===== src/rtl/tt_pkg.sv =====
// rtl/tt_pkg.sv - shared types and widths for the truth table checker
package tt_pkg;

  typedef enum logic [1:0] {
    IDLE = 2'd0,
    RUN  = 2'd1,
    DONE = 2'd2
  } state_t;

  localparam int NUM_VECTORS = 8;
  localparam int IDX_W       = 3;
  localparam int CNT_W       = 16;
  localparam int FAILCNT_W   = 4;

endpackage


===== src/rtl/dwell_counter.sv =====
// rtl/dwell_counter.sv - free-running dwell counter with terminal tick and auto-reload
module dwell_counter #(
  parameter int DWELL = 100
) (
  input  logic clk,
  input  logic rst,
  input  logic clear,
  input  logic enable,
  output logic tick
);
  import tt_pkg::*;

  localparam logic [CNT_W-1:0] LAST = CNT_W'(DWELL - 1);

  logic [CNT_W-1:0] count;

  assign tick = enable && (count == LAST);

  // Count enabled cycles, reloading to zero on the terminal count.
  always_ff @(posedge clk) begin
    if (rst || clear) begin
      count <= '0;
    end else if (enable) begin
      count <= tick ? '0 : count + 1'b1;
    end
  end

endmodule


===== config.mk =====
export PLATFORM = sky130hd
export DESIGN_NAME = dwell_counter
export DESIGN_NICKNAME = d
export VERILOG_FILES = /design/src/rtl/tt_pkg.sv /design/src/rtl/dwell_counter.sv
export SDC_FILE = /design/constraint.sdc
export NUM_CORES = 1
export LEC_CHECK = 0
export CORE_MARGIN = 2
export CORE_UTILIZATION = 44
export CTS_BUF_LIST = sky130_fd_sc_hd__clkbuf_4 sky130_fd_sc_hd__clkbuf_8 sky130_fd_sc_hd__clkbuf_16
export DETAILED_ROUTE_END_ITERATION = 10
export HOLD_SLACK_MARGIN = 0.1
export PLACE_DENSITY = 0.72
export REMOVE_ABC_BUFFERS = 1
export SETUP_SLACK_MARGIN = 0.05
export SLEW_MARGIN = 20
export SYNTH_ARGS = -nofsm -noshare
export SYNTH_HDL_FRONTEND = slang
export SYNTH_SLANG_ARGS = --single-unit

===== constraint.sdc =====
create_clock -name clk -period 1.4 [get_ports clk]
set_input_delay 0.14 -clock clk [delete_from_list [all_inputs] [get_ports clk]]
set_output_delay 0.14 -clock clk [all_outputs]
set_load 0.02 [all_outputs]

==> results of run 1 <==
==> cells in the final DEF (no fill, tap or decap), types with 3 or more instances in the layout <==
cell / count
nor2_4: 11
nor3_1: 3
nand4_1: 4
nor2_1: 4
nor4_4: 6
buf_4: 20
inv_1: 4
xnor2_2: 4
dfxtp_1: 11
buf_6: 3
xor2_1: 3
dfxtp_2: 5
xnor2_1: 6
nand2_1: 5
clkdlybuf4s50_1: 3
clkbuf_4: 3
==> what timing repair did <==
action | 4_1_cts | 5_1_grt
endpoints found under the hold margin | 0 | 0
endpoints found under the setup margin | 16 | 17
gates cloned | 0 | 1
gates resized for setup | 13 | 47
setup buffers | 1 | 2
pin swaps | 5 | 23
==> worst max-delay path, stage by stage (launching register included) <==
cell,delay [ps]
dfxtp_2,370
ha_4,140
and4_1,170
nand4_1,150
inv_1,130
buf_6,120
==> power by group <==
part	internal (mW)	total (mW)	leakage [nW]	switching, mW
registers	0.457	0.459	0.131	0.00175
clock network	0.100	0.253	0.0138	0.152
logic	0.0330	0.0657	0.370	0.0327
==> stage by stage <==
stage	setup WS, ps	cells	setup TNS [ps]	power (mW)
after floorplan	14.2	86	0	0.479
after global placement	-272	135	-1730	0.507
after detailed placement	-318	135	-2200	0.507
after CTS	-60.8	139	-60.8	0.752
after global routing	-212	142	-1890	0.795
final	-111	142	-504	0.777
==> worst max-delay path by stage <==
stage / start / end / slack [ps] / depth (start not counted)
final: count[1] / tick / -110 / 5
after CTS: count[0] / tick / -60 / 5
after floorplan: count[0] / count[10] / 10 / 5
after global placement: count[4] / tick / -270 / 4
after global routing: count[14] / tick / -210 / 4
after detailed placement: enable / tick / -320 / 5
==> layer usage <==
layer,up-vias,wire (µm),GRT usage (%)
met5,-,0,0
met1,356,889,22.9
met4,0,4,5.00
met2,11,1230,30.3
li1,366,-,-
met3,2,60,8.24
==> cell type report <==
| class | count | area (µm²) | share of cell area (%) |
|---|---|---|---|
| clock buffers | 3 | 22.5 | 1.65 |
| inverters | 4 | 15.0 | 1.10 |
| multi-input cells | 66 | 712 | 52.1 |
| flip-flops and latches | 16 | 327 | 23.9 |
| well taps | 25 | 31.3 | 2.29 |
| repair buffers | 28 | 259 | 19.0 |
==> cell families after synthesis <==
family / after synthesis / synth area share [%]
buffers and inverters: 6 / 3.43
AO/OA/AOI/OAI: 2 / 1.71
AND/OR/NAND/NOR: 49 / 38.2
adder cells (fa/ha/maj): 1 / 1.56
flip-flops: 16 / 39.9
XOR/XNOR: 14 / 15.3
==> run metrics, run 1 <==
utilization after layout=79.1%; worst-case reg-to-reg path depth=7; wire length of the first global-routing pass=2840 µm; clock latency on the worst-skew pair=290 ps; crit path capture type=primary output; Initial DRC Count=7; total length of routed wires=2180 µm; number of max-cap violations=0; number of placement rows=15; violated checks=negative setup slack; outcome=finished, violations left; core box area=0.00173 mm²; max-slew headroom at the worst pin=80.3%; clock period minus worst slack=1510 ps; Least-Margin Pin Slew=294 ps; Fill cells=100; CP Data Required Time=1260 ps; number of global-route vias before repair=680; Die ar.=0.00218 mm²; initial core utilization=46.5%; floorplan die height=46.7 µm; IO Pins=5; Layout area overhead=70.1%; number of buffers created by CTS=3; fin worst setup slack=-111 ps; max-slew violation total from the final report=0; placed cell areas=0.00102 mm²; worst min-delay path class=primary input to flip-flop; Worst R2R Start=count[1]; count of endpoints failing hold in the final timing report=0; IR Drop Worst-Case VDD=0.551 mV; fraction of registers with async set/reset=0%; RSZ-0062 raised after global routing=true; arrival time at the worst endpoint=1370 ps; port bufs=4; placer's final routability congestion estimate=0.754; clock-pin transition on the worst setup and hold timing paths=90 ps; buffer cell driving the clock tree root=clkbuf_4; power density over the cells=569 mW/mm²; area share of the largest cell type after synthesis=39.9%; via count of the routed design=735; register containing the most flip-flops in the final layout=count; count of distinct cell types in the synthesized netlist=22; Hold Slack=410 ps; Mapped Area=803 µm²; largest registers ranked by flip-flop count=count x16; crit path launch type=flip-flop; clock tree buffer depth=2; hold worst-path end=count[1]; achievable frequency=662 MHz; # DRC=0; startpoint of the lowest-slack hold path=rst; number of H-tree branching levels=1; Worst R2R Setup Slack=-50 ps; largest net degree at the start of global routing=15; ANT cells=0; most frequent cells after synthesis=dfxtp_1 (16), nor2_1 (16), xnor2_1 (10), nand2_1 (6); P_leak=0.515 nW; final critical-path share of the clock period=108%; type of the worst setup path=flip-flop to primary output; antenna violations before repair=0; total routing usage reported by global routing=18.8%; number of enable flip-flop cells after synthesis=0; number of flip-flops and latches in the synthesized netlist=16; cts hold-fix bufs=0; detail-routed via count per cell=5.18; Most used DFF post-synth=dfxtp_1; flip-flop count of the largest register, all copies and words added=16; cell depth of the worst hold path=2; summed area of non-filler cells in the final layout=0.00137 mm²; fraction of layout instances using a drive strength above 1=57.3%; clock tree skew after final layout=3.53 ps; Post-DP HPWL=1230 µm; number of standard cells after synthesis=88; count of antenna-violating nets left after detailed routing=0; Remaining Overflow, GRT=0; mean cell area of the mapped netlist=9.13 µm²; width of the die=46.7 µm; CTS tree=done; CTS sink cnt=16; average wire per cell in the routed design=15.4 µm; sequential element share of the synthesized area=39.9%; crit-path max FO=2; number of nets in the layout=124; leading post-synthesis cells by cell area=dfxtp_1 (40%), xnor2_1 (11%), nor4_2 (7.8%), nor2_1 (7.5%), nand4_4 (5.3%); Yosys top cell by area=dfxtp_1; reg-to-reg endpoint=count[14]; Yosys warning total=0; final number of setup-violating endpoints=15; drt first pass iters=4
Note: power is estimated with default switching activity, not from simulation.
==> run 2: changes to the inputs <==
Settings changed: CORE_ASPECT_RATIO set to 1.25.
==> run metrics, run 2 (synthesis gave the netlist of run 1 again) <==
outcome=finished, violations left; violated checks=negative setup slack; detail-routed via count per cell=5.52; Worst R2R Setup Slack=10 ps; antenna violations before repair=0; achievable frequency=696 MHz; CTS sink cnt=16; average wire per cell in the routed design=16.7 µm; clock tree skew after final layout=1.17 ps; Fill cells=89; register containing the most flip-flops in the final layout=count; fin worst setup slack=-37.4 ps; crit path launch type=flip-flop; worst-case reg-to-reg path depth=5; clock-pin transition on the worst setup and hold timing paths=90 ps; Least-Margin Pin Slew=290 ps; Remaining Overflow, GRT=0; total routing usage reported by global routing=20.7%; count of endpoints failing hold in the final timing report=0; crit-path max FO=2; number of global-route vias before repair=842; Layout area overhead=74.1%; cell depth of the worst hold path=2; fraction of layout instances using a drive strength above 1=63.0%; max-slew violation total from the final report=0; width of the die=42.2 µm; clock latency on the worst-skew pair=290 ps; Initial DRC Count=12; number of placement rows=17; number of max-cap violations=0; crit path capture type=primary output; most common cell after layout, fill and taps aside=buf_4; Hold Slack=416 ps; type of the worst setup path=flip-flop to primary output; buffer cell driving the clock tree root=clkbuf_4; largest net degree at the start of global routing=15; floorplan die height=51.8 µm; final number of setup-violating endpoints=1; utilization after layout=80.2%; most frequent cells in the layout=buf_4 (18), nor2_4 (10), dfxtp_2 (10); reg-to-reg endpoint=count[9]; wire length of the first global-routing pass=3440 µm; port bufs=4; number of H-tree branching levels=1; number of buffers created by CTS=3; placer's final routability congestion estimate=0.744; IO Pins=5; total length of routed wires=2310 µm; P_leak=0.536 nW; count of antenna-violating nets left after detailed routing=0; Post-DP HPWL=1290 µm; final critical-path share of the clock period=103%; arrival time at the worst endpoint=1300 ps; Worst R2R Start=count[0]; Die ar.=0.00219 mm²; max-slew headroom at the worst pin=80.5%; initial core utilization=46.1%; IR Drop Worst-Case VDD=0.469 mV; via count of the routed design=762; CP Data Required Time=1260 ps; # DRC=0; startpoint of the lowest-slack hold path=clear; ANT cells=0; number of nets in the layout=126; flip-flop count of the largest register, all copies and words added=16; clock period minus worst slack=1440 ps; core box area=0.00174 mm²; drt first pass iters=4; largest registers ranked by flip-flop count=count x16; cts hold-fix bufs=0; clock tree buffer depth=2; worst min-delay path class=primary input to flip-flop; CTS tree=done; power density over the cells=549 mW/mm²; hold worst-path end=count[1]; RSZ-0062 raised after global routing=true; sum of negative setup slack=-37.4 ps
[run 2: changes by cell type in the layout (fill, tap and decap cells not counted), sizes merged]
cell  change
buf       +2
[run 2: final cells by class]
class                      count  area, µm²  share of cell area, %
tap                           19       23.8                   1.70
multi-input combinational     66        712                   50.9
timing repair buffer          30        289                   20.7
clock buffer                   3       22.5                   1.61
inverter                       4       15.0                   1.07
sequential                    16        337                   24.1
[run 2: critical path, stage by stage, from the launching register on]
cell and delay, ps:
dfxtp_2 360, ha_4 140, and4_1 170, nand4_1 130, inv_1 100, buf_6 110
[run 2: worst max path at each step]
stage / start / end / slack (ps) / cells after the start
after floorplan: count[0] / count[10] / 10 / 5
after global placement: enable / tick / -270 / 5
after detailed placement: enable / tick / -310 / 5
after CTS: count[13] / tick / -40 / 4
after global routing: count[0] / tick / -120 / 5
final: count[0] / tick / -40 / 5
[run 2: timing repair]
item / CTS / global route
pin swaps: 7 / 20
resized for setup: 27 / 45
endpoints found under the setup margin: 16 / 16
cloned: 0 / 1
setup buffers: 1 / 4
[run 2: metrics by stage]
| step | cell area [µm²] | cells | worst slack [ps] | power [mW] |
|---|---|---|---|---|
| after floorplan | 791 | 86 | 14.2 | 0.479 |
| after global placement | 1020 | 129 | -269 | 0.506 |
| after detailed placement | 1020 | 129 | -307 | 0.508 |
| after CTS | 1160 | 133 | -44.5 | 0.749 |
| after global routing | 1400 | 138 | -118 | 0.781 |
| final | 1400 | 138 | -37.4 | 0.768 |
[run 2: power breakdown]
group / internal [mW] / switching (mW) / leakage [nW] / total (mW)
Combinational: 0.0334 / 0.0329 / 0.387 / 0.0663
Sequential: 0.455 / 0.00188 / 0.135 / 0.457
Clock: 0.100 / 0.145 / 0.0138 / 0.245
[run 2: metal layers]
| layer | GRT usage (%) | wire length (µm) | up-vias |
|---|---|---|---|
| met5 | 0 | 0 | - |
| met4 | 12.5 | 58 | 0 |
| met3 | 2.78 | 36 | 7 |
| met2 | 39.5 | 1240 | 12 |
| met1 | 21.1 | 972 | 375 |
| li1 | - | - | 368 |
==> run 3: changes to the inputs <==
Settings changed: CORE_ASPECT_RATIO 1.25 to not set, CORE_MARGIN 2 to 4.
==> run metrics, run 3 (synthesis gave the netlist of run 1 again) <==
worst min-delay path class=primary input to flip-flop; net switching power figure=0.185 mW; outcome=finished, violations left; via count of the routed design=857; sum of negative setup slack=-2150 ps; number of global-route vias before repair=729; count of antenna-violating nets left after detailed routing=0; Die ar.=0.00257 mm²; detail-routed via count per cell=5.71; Cell Count Post-Placement=136; Least-Margin Pin Slew=278 ps; max-slew headroom at the worst pin=81.3%; antenna violations before repair=0; summed area of non-filler cells in the final layout=0.00148 mm²; number of max-cap violations=0; Remaining Overflow, GRT=0; count of endpoints failing hold in the final timing report=0; number of H-tree branching levels=1; total routing usage reported by global routing=17.4%; utilization after layout=85.8%; number of buffers created by CTS=3; fraction of layout instances using a drive strength above 1=62.4%; core box area=0.00173 mm²; fin worst setup slack=-155 ps; largest registers ranked by flip-flop count=count x16; IR Drop Worst-Case VDD=0.568 mV; achievable frequency=643 MHz; final number of setup-violating endpoints=17; Fill cells=89; total length of routed wires=3100 µm; switching fraction of total power=23.9%; crit path capture type=primary output; number of nets in the layout=132; drt first pass iters=4; wire length of the first global-routing pass=3240 µm; max-slew violation total from the final report=0; # DRC=0; register containing the most flip-flops in the final layout=count; CTS sink cnt=16; fraction of power consumed by the clock network=32.1%; RSZ-0062 raised after global routing=true; crit path launch type=flip-flop; CTS tree=done; clock-pin transition on the worst setup and hold timing paths=90 ps; type of the worst setup path=flip-flop to primary output; clock tree buffer depth=2; initial core utilization=46.5%; violated checks=negative setup slack; share of total power in sequential cells=59.1%; ANT cells=0; fin cells=150; buffer cell driving the clock tree root=clkbuf_4; average wire per cell in the routed design=20.7 µm; most frequent cells in the layout=buf_4 (23), dfxtp_1 (10), nor4_4 (8), nor2_4 (8); Layout area overhead=84.4%; power density over the cells=523 mW/mm²; Initial DRC Count=35; IO Pins=5; most common cell after layout, fill and taps aside=buf_4; port bufs=4; arrival time at the worst endpoint=1410 ps; pre-CTS WS=-426 ps; crit-path max FO=2; width of the die=50.7 µm; flip-flop count of the largest register, all copies and words added=16; clock tree skew after final layout=6.04 ps; floorplan die height=50.7 µm; final critical-path share of the clock period=111%; clock period minus worst slack=1550 ps; placed cell areas=0.00102 mm²; largest net degree at the start of global routing=9; placer's final routability congestion estimate=0.818; Int Pwr=0.589 mW; Comb pwr share=8.8%; P_leak=0.607 nW; number of placement rows=15; clock latency on the worst-skew pair=300 ps; CP Data Required Time=1260 ps; Post-DP HPWL=1280 µm
## run 3: changes by cell type in the layout (fill, tap and decap cells not counted), moves of 2 or more
cell / delta
buf_4: +5
nor2_1: +2
dfxtp_2: -5
nor2_4: -2
dfxtp_1: +5
buf_12: +2
## run 3: timing repair
item / CTS / global route
endpoints found under the hold margin: 0 / 0
setup endpoints to repair: 15 / 16
hold buffers: 0 / 0
pin swaps: 8 / 26
buffers inserted: 2 / 9
gates resized for setup: 24 / 51
## run 3: layer usage
| layer | global-route usage, % | vias to the layer above | share of wire [%] |
|---|---|---|---|
| li1 | - | 384 | - |
| met1 | 21.5 | 419 | 40 |
| met2 | 28.3 | 42 | 51 |
| met3 | 6.23 | 12 | 6.0 |
| met4 | 5.38 | 0 | 3.8 |
| met5 | 0 | - | 0 |
## run 3: layout make-up
type                    count  area (µm²)  share of cell area (%)
multi-input cells          66         737                    49.7
inverters                   4        15.0                    1.01
clock buffers               3        22.5                    1.52
well taps                  25        31.3                    2.11
repair buffers             36         345                    23.3
flip-flops and latches     16         330                    22.3
## run 3: final timing paths
kind	from	end	slack, ps	cells past startpoint
max	count[12]	tick	-150	4
min reg2reg	count[15]	count[15]	700	3
max reg2reg	count[12]	count[14]	-150	7
min	rst	count[1]	420	2
## run 3: power by group through the flow
stage          sequential [mW]  combinational, mW  clock, mW
6_report                 0.458             0.0682      0.248
5_1_grt                  0.458             0.0709      0.271
4_1_cts                  0.458             0.0396      0.253
3_5_place_dp             0.468             0.0368          0
3_3_place_gp             0.468             0.0359          0
2_1_floorplan            0.469             0.0103          0
## run 3: worst max-delay path: stages (launching register included)
cell	delay (ps)
dfxtp_2	350
nor4_4	310
nand4_1	200
inv_1	130
buf_6	130
## run 3: stage by stage
step	hold slack [ps]	power (mW)
after floorplan	217	0.479
after global placement	577	0.504
after detailed placement	594	0.505
after CTS	401	0.751
after global routing	430	0.800
final	418	0.774
